$ cat src/rtl/steer_pkg.sv
// Shared types and default thresholds for the rider-presence / steering-enable controller.
package steer_pkg;

  typedef enum logic [1:0] {
    IDLE     = 2'd0,
    WAIT     = 2'd1,
    STEER_EN = 2'd2
  } state_t;

  localparam logic [11:0] DEF_MIN_RIDER_WEIGHT = 12'h200;
  localparam logic [11:0] DEF_HYSTERESIS       = 12'h040;

endpackage

$ cat src/rtl/steer_en_hyst_if.sv
// Load-cell inputs and steering/status outputs of the steering-enable controller.
interface steer_en_hyst_if #(
  parameter int LD_W = 12
);

  logic [LD_W-1:0] ld_cell_sum;
  logic [LD_W-1:0] ld_cell_diff;
  logic            en_steer;
  logic            rider_off;
  logic            tmr_full;
  logic [1:0]      state_o;

  modport master (
    output ld_cell_sum, ld_cell_diff,
    input  en_steer, rider_off, tmr_full, state_o
  );

  modport slave (
    input  ld_cell_sum, ld_cell_diff,
    output en_steer, rider_off, tmr_full, state_o
  );

endinterface

$ cat src/rtl/steer_settle_tmr.sv
// Saturating settle timer: counts while run is high, clears on clr or when not running.
module steer_settle_tmr #(
  parameter int SETTLE_BITS = 26,
  parameter int FAST_SIM    = 0,
  parameter int FAST_BITS   = 15
) (
  input  logic clk,
  input  logic rst_n,
  input  logic run,
  input  logic clr,
  output logic full
);

  // Terminal count is all-ones of the selected width, so full is a simple AND-reduce.
  localparam int CNT_W = (FAST_SIM != 0) ? FAST_BITS : SETTLE_BITS;

  logic [CNT_W-1:0] cnt_q;
  logic [CNT_W-1:0] cnt_d;

  assign full = &cnt_q;

  always_comb begin
    cnt_d = cnt_q;
    if (clr || !run) begin
      cnt_d = '0;
    end else if (!full) begin
      cnt_d = cnt_q + 1'b1;
    end
  end

  always_ff @(posedge clk or negedge rst_n) begin
    if (!rst_n) begin
      cnt_q <= '0;
    end else begin
      cnt_q <= cnt_d;
    end
  end

endmodule

$ cat src/rtl/steer_en_hyst.sv
// Rider-presence and steering-enable controller: registered load-cell compares
// feeding an IDLE/WAIT/STEER_EN FSM with a settle timer.
module steer_en_hyst
  import steer_pkg::*;
#(
  parameter int              LD_W             = 12,
  parameter logic [LD_W-1:0] MIN_RIDER_WEIGHT = LD_W'(DEF_MIN_RIDER_WEIGHT),
  parameter logic [LD_W-1:0] HYSTERESIS       = LD_W'(DEF_HYSTERESIS),
  parameter int              ENTER_SHIFT      = 3,
  parameter int              EXIT_NUM         = 15,
  parameter int              EXIT_SHIFT       = 4,
  parameter int              SETTLE_BITS      = 26,
  parameter int              FAST_SIM         = 0,
  parameter int              FAST_BITS        = 15
) (
  input  logic            clk,
  input  logic            rst_n,
  steer_en_hyst_if.slave  bus
);

  if (HYSTERESIS >= MIN_RIDER_WEIGHT) begin : g_bad_hyst
    $error("steer_en_hyst: HYSTERESIS must be smaller than MIN_RIDER_WEIGHT");
  end

  // Band edges carry one extra bit so MIN+HYST cannot overflow.
  localparam logic [LD_W:0] SUM_HI = {1'b0, MIN_RIDER_WEIGHT} + {1'b0, HYSTERESIS};
  localparam logic [LD_W:0] SUM_LO = {1'b0, MIN_RIDER_WEIGHT} - {1'b0, HYSTERESIS};
  localparam int            PROD_W = LD_W + $clog2(EXIT_NUM + 1);

  logic [LD_W:0]     sum_ext;
  logic [LD_W-1:0]   enter_thr;
  logic [PROD_W-1:0] exit_prod;
  logic [PROD_W-1:0] exit_thr;
  logic [PROD_W-1:0] diff_ext;

  logic sum_gt_q, sum_lt_q, diff_gt_enter_q, diff_gt_exit_q;

  state_t state_q, state_d;
  logic   clr_tmr;
  logic   rider_off_d, rider_off_q;
  logic   en_steer_q;
  logic   tmr_full;

  assign sum_ext   = {1'b0, bus.ld_cell_sum};
  assign enter_thr = bus.ld_cell_sum >> ENTER_SHIFT;
  assign exit_prod = PROD_W'(bus.ld_cell_sum) * PROD_W'(EXIT_NUM);
  assign exit_thr  = exit_prod >> EXIT_SHIFT;
  assign diff_ext  = PROD_W'(bus.ld_cell_diff);

  always_ff @(posedge clk or negedge rst_n) begin
    if (!rst_n) begin
      sum_gt_q        <= 1'b0;
      sum_lt_q        <= 1'b0;
      diff_gt_enter_q <= 1'b0;
      diff_gt_exit_q  <= 1'b0;
    end else begin
      sum_gt_q        <= (sum_ext > SUM_HI);
      sum_lt_q        <= (sum_ext < SUM_LO);
      diff_gt_enter_q <= (bus.ld_cell_diff > enter_thr);
      diff_gt_exit_q  <= (diff_ext > exit_thr);
    end
  end

  // Inside the hysteresis band both sum flags are low, so every state holds.
  always_comb begin
    state_d     = state_q;
    clr_tmr     = 1'b0;
    rider_off_d = 1'b0;
    case (state_q)
      IDLE: begin
        if (sum_gt_q) begin
          state_d = WAIT;
          clr_tmr = 1'b1;
        end
      end
      WAIT: begin
        if (sum_lt_q) begin
          state_d     = IDLE;
          rider_off_d = 1'b1;
        end else if (diff_gt_enter_q) begin
          clr_tmr = 1'b1;
        end else if (tmr_full) begin
          state_d = STEER_EN;
        end
      end
      STEER_EN: begin
        if (sum_lt_q) begin
          state_d     = IDLE;
          rider_off_d = 1'b1;
        end else if (diff_gt_exit_q) begin
          state_d = WAIT;
          clr_tmr = 1'b1;
        end
      end
      default: state_d = IDLE;
    endcase
  end

  always_ff @(posedge clk or negedge rst_n) begin
    if (!rst_n) begin
      state_q     <= IDLE;
      rider_off_q <= 1'b0;
      en_steer_q  <= 1'b0;
    end else begin
      state_q     <= state_d;
      rider_off_q <= rider_off_d;
      en_steer_q  <= (state_q == STEER_EN);
    end
  end

  steer_settle_tmr #(
    .SETTLE_BITS (SETTLE_BITS),
    .FAST_SIM    (FAST_SIM),
    .FAST_BITS   (FAST_BITS)
  ) u_tmr (
    .clk   (clk),
    .rst_n (rst_n),
    .run   (state_q == WAIT),
    .clr   (clr_tmr),
    .full  (tmr_full)
  );

  assign bus.en_steer  = en_steer_q;
  assign bus.rider_off = rider_off_q;
  assign bus.tmr_full  = tmr_full;
  assign bus.state_o   = state_q;

endmodule

$ cat src/flat_wrapper.sv
// flat-port wrapper written by rule: the top's interface ports become plain ports
module steer_en_hyst_flat import steer_pkg::*;
#(
  parameter int              LD_W             = 12,
  parameter logic [LD_W-1:0] MIN_RIDER_WEIGHT = LD_W'(DEF_MIN_RIDER_WEIGHT),
  parameter logic [LD_W-1:0] HYSTERESIS       = LD_W'(DEF_HYSTERESIS),
  parameter int              ENTER_SHIFT      = 3,
  parameter int              EXIT_NUM         = 15,
  parameter int              EXIT_SHIFT       = 4,
  parameter int              SETTLE_BITS      = 26,
  parameter int              FAST_SIM         = 0,
  parameter int              FAST_BITS        = 15
)
  (clk, rst_n, bus_ld_cell_sum, bus_ld_cell_diff, bus_en_steer, bus_rider_off, bus_tmr_full, bus_state_o);
  steer_en_hyst_if #(.LD_W(LD_W)) bus_i ();
  input  logic clk;
  input  logic rst_n;
  input wire logic [$bits(bus_i.ld_cell_sum)-1:0] bus_ld_cell_sum;
  input wire logic [$bits(bus_i.ld_cell_diff)-1:0] bus_ld_cell_diff;
  output wire logic [$bits(bus_i.en_steer)-1:0] bus_en_steer;
  output wire logic [$bits(bus_i.rider_off)-1:0] bus_rider_off;
  output wire logic [$bits(bus_i.tmr_full)-1:0] bus_tmr_full;
  output wire logic [$bits(bus_i.state_o)-1:0] bus_state_o;
  assign bus_i.ld_cell_sum = bus_ld_cell_sum;
  assign bus_i.ld_cell_diff = bus_ld_cell_diff;
  assign bus_en_steer = bus_i.en_steer;
  assign bus_rider_off = bus_i.rider_off;
  assign bus_tmr_full = bus_i.tmr_full;
  assign bus_state_o = bus_i.state_o;
  steer_en_hyst #(.LD_W(LD_W), .MIN_RIDER_WEIGHT(MIN_RIDER_WEIGHT), .HYSTERESIS(HYSTERESIS), .ENTER_SHIFT(ENTER_SHIFT), .EXIT_NUM(EXIT_NUM), .EXIT_SHIFT(EXIT_SHIFT), .SETTLE_BITS(SETTLE_BITS), .FAST_SIM(FAST_SIM), .FAST_BITS(FAST_BITS)) u_core (.clk(clk), .rst_n(rst_n), .bus(bus_i));
endmodule
$ cat config.mk
export PLATFORM = sky130hd
export DESIGN_NAME = steer_en_hyst_flat
export DESIGN_NICKNAME = d
export VERILOG_FILES = /design/src/rtl/steer_pkg.sv /design/src/rtl/steer_en_hyst_if.sv /design/src/rtl/steer_settle_tmr.sv /design/src/rtl/steer_en_hyst.sv /design/src/flat_wrapper.sv
export SDC_FILE = /design/constraint.sdc
export NUM_CORES = 1
export LEC_CHECK = 0
export ABC_AREA = 1
export BUFFER_PORTS_ARGS = -buffer_cell sky130_fd_sc_hd__buf_2
export CORE_MARGIN = 2
export CORE_UTILIZATION = 50
export CTS_BUF_LIST = sky130_fd_sc_hd__clkbuf_8
export CTS_CLUSTER_DIAMETER = 50
export DETAILED_ROUTE_END_ITERATION = 12
export GPL_ROUTABILITY_DRIVEN = 0
export PLACE_DENSITY = 0.68
export SLEW_MARGIN = 20
export SYNTH_ARGS = -nofsm -noshare
export SYNTH_HDL_FRONTEND = slang
export SYNTH_SLANG_ARGS = --single-unit
$ cat constraint.sdc
create_clock -name clk -period 2 [get_ports clk]
set_clock_uncertainty 0.1 [all_clocks]
set_input_delay 0.1 -clock clk [delete_from_list [all_inputs] [get_ports clk]]
set_output_delay 0.1 -clock clk [all_outputs]
set_load 0.02 [all_outputs]
==> results.yml <==
outcome:
  status: "complete, but fails checks"
  violations: "negative setup slack"
clock_network:
  cts_tree: "done"
  cts_buffers: 5
  clkSlewWorstSetupHoldPaths_ns: 0.07
  clock_latency_ns: 0.29
  cts_max_path_buffers: 2
  clock_sinks: 34
  root_buffer: "clkbuf_8"
  cts_max_level: 2
drt:
  drt_iter0_markers: 106
  routed_wl_um: 9850
  viasPerCell: 5.01
  vias: 3691
  routedWlPerCell_um: 13.4
  ant_nets: 0
  first_pass_iters: 4
  drc: 0
critical_path:
  worstReg2RegStart: "u_core.u_tmr.cnt_q[0]"
  critPathMaxFanout: 3
  critical_path_class: "primary input to register"
  start_kind: "primary input"
  crit_path_end_kind: "register"
  crit_chain: "buf_4 > clkinvlp_4 > buf_6 > fa_1 > fa_1 > inv_2 > ha_4 > nor2_4 > a21oi_4 > nand2_2 > nand2_2 > nand2_2 > nand2_1 > nand2_1 > nand2_2 > ha_4 > buf_4 > a21oi_2 > o21a_1 > nand2_1 > nor2_1 > nor2_1"
  required_ns: 2.08
  cp_slowest_stage_delay_ns: 0.57
  slowest_stage: "fa_1"
  crit_start: "bus_ld_cell_sum[3]"
  cp_common_cell: "nand2_2"
  arrival_ns: 3.23
floorplanning:
  num_rows: 32
  num_io_pins: 31
  initial_core_util: 0.510
  die_area_um2: 8520
  fp.dieH_um: 92.3
  core-area_um2: 7650
  die_w_um: 92.3
pwr:
  power_leakage_nw: 2.60
  powerDensity_nw_per_um2: 816
  ir_drop_uv: 528
placed_design:
  dp_hpwl_um: 7980
  placed_area_um2: 4680
  pre_cts_slack_ns: -1.45
  io_buffers: 30
timing:
  fin_crit_ns: 3.16
  finalHoldViolations: 0
  fmax_mhz: 317
  worst_slack_ns: -1.16
  worst_pin_slew_ns: 0.757
  rsz0062_at_grt: "yes"
  final-setup-viol-count: 1
  timing.final.crit_share: 1.58
  holdWs_ns: 0.0347
  slew_viol_final: 0
  slew_headroom: 0.495
logic_synthesis:
  ys_seq_area_frac: 0.218
  synth_edf_count: 0
  async_flop_share: 1.00
  ys_ff_latch: 34
  syn_inst: 543
  synth_cell_types: 33
  synth_nets: 645
  yosys_warnings: 0
  syn_avg_cell_area_um2: 7.18
  ys.flop_type: "dfrtp_1"
  synth_area_um2: 3900
global_route:
  grt_first_pass_wirelength_um: 16700
  grt_start_max_net_pins: 35
  grt_usage: 0.244
  gr-total-overflow: 0
  grt_pass1_vias: 3887
  antenna_found_initial: 0
final_layout:
  stdcell_area_um2: 5060
  diodes: 0
  layout.nets: 737
  layout_commonest_cell: "nand2_1"
  mostFrequentLayoutCells: "134 x nand2_1, 67 x inv_1, 57 x nor2_1, 57 x buf_4, 43 x ha_1"
  drive_gt1_frac: 0.277
  syn_to_final_growth_pct: 29.8
flow_run:
  maxCapViolCount: 0
worst_hold_path:
  hp-class: "primary input to register"
  hold_path_startpoint: "bus_ld_cell_sum[7]"
==> per-stage QoR <==
step                       util  cells  power, W  TNS [ns]
final                     0.661    737   0.00413     -1.16
after global routing      0.661    737   0.00448     -1.35
after CTS                 0.639    734   0.00385     -1.08
after detailed placement  0.612    721   0.00310     -1.45
after global placement    0.612    721   0.00303     -1.37
after floorplan               -    543   0.00231     -1.02
==> layer usage <==
| layer | vias up | share of wire | wire length [µm] | GRT usage |
|---|---|---|---|---|
| li1 | 1884 | - | - | - |
| met1 | 1727 | 0.41 | 4090 | 0.277 |
| met2 | 53 | 0.53 | 5260 | 0.472 |
| met3 | 27 | 0.021 | 203 | 0.0220 |
| met4 | 0 | 0.030 | 299 | 0.0883 |
| met5 | - | 0 | 0 | 0 |
==> worst paths after layout <==
kind / to / slack [ns] / cells after the start
max in group asynchronous: u_core.u_tmr.cnt_q[9] / 1.00 / 2
worst min register to register: u_core.bus.rider_off / 0.44 / 2
min in group asynchronous: u_core.bus.en_steer / 0.32 / 2
worst max-delay path: u_core.diff_gt_exit_q / -1.16 / 22
worst max register to register: u_core.u_tmr.cnt_q[10] / 0.23 / 9
worst min-delay path: u_core.sum_lt_q / 0.03 / 3
==> synthesized netlist by cell type (all sizes together), types with 2 or more instances <==
library cell / number / area, µm²
a21oi: 27 / 135
nand4: 7 / 43.8
nor2: 67 / 283
fa: 20 / 400
o21ai: 11 / 55.1
buf: 3 / 27.5
nand2: 161 / 632
xnor2: 7 / 61.3
or2: 3 / 18.8
o21bai: 2 / 15.0
inv: 82 / 308
nand3: 39 / 195
dfrtp: 34 / 851
ha: 56 / 701
nor3: 4 / 20.0
xor2: 9 / 78.8
nand3b: 3 / 22.5
==> power breakdown <==
part           switching [W]  total [W]  internal, W  leakage (nW)
combinational        0.00147    0.00270      0.00123          2.09
sequential         0.0000494   0.000792     0.000743         0.459
clock               0.000244   0.000642     0.000399        0.0573
total                0.00176    0.00413      0.00237          2.60
==> critical path, delay by kind of cell <==
kind | cells | cell delay [ns]
fa+ha+maj | 4 | 1.54
buf+inv | 5 | 0.52
simple gates | 10 | 0.68
compound gates | 3 | 0.40
==> sequential cells by signal, summed over array words and instances (netlist names) <==
register,cells
u_core.sum_lt_q,1
u_core.bus.rider_off,1
u_core.bus.state_o,2
u_core.u_tmr.cnt_q,26
u_core.diff_gt_exit_q,1
u_core.bus.en_steer,1
u_core.diff_gt_enter_q,1
u_core.sum_gt_q,1
==> timing repair <==
| action | CTS | global route |
|---|---|---|
| resized for setup | 18 | 34 |
| pin swaps | 13 | 27 |
| hold endpoints to repair | 34 | 0 |
| buffers inserted | 5 | 3 |
| setup endpoints to repair | 1 | 2 |
| hold buffers | 1 | 0 |
==> kinds of logic after synthesis <==
group | share of synthesized area
AOI/OAI and AO/OA | 0.0600
xor gates and xnor gates | 0.0360
adders and majority gates | 0.283
buffers and inverters | 0.0883
DFF | 0.218
and+or+nand+nor | 0.315
==> area by class of cell <==
class                   count  area, µm²
clock buffers               6       82.6
clock inverters             1       30.0
fillers                   667       2590
inverters                  83        332
multi-input cells         422       3020
flip-flops and latches     34        851
well taps                 102        128
repair buffers             89        612
Note: power is estimated with default switching activity, not from simulation.
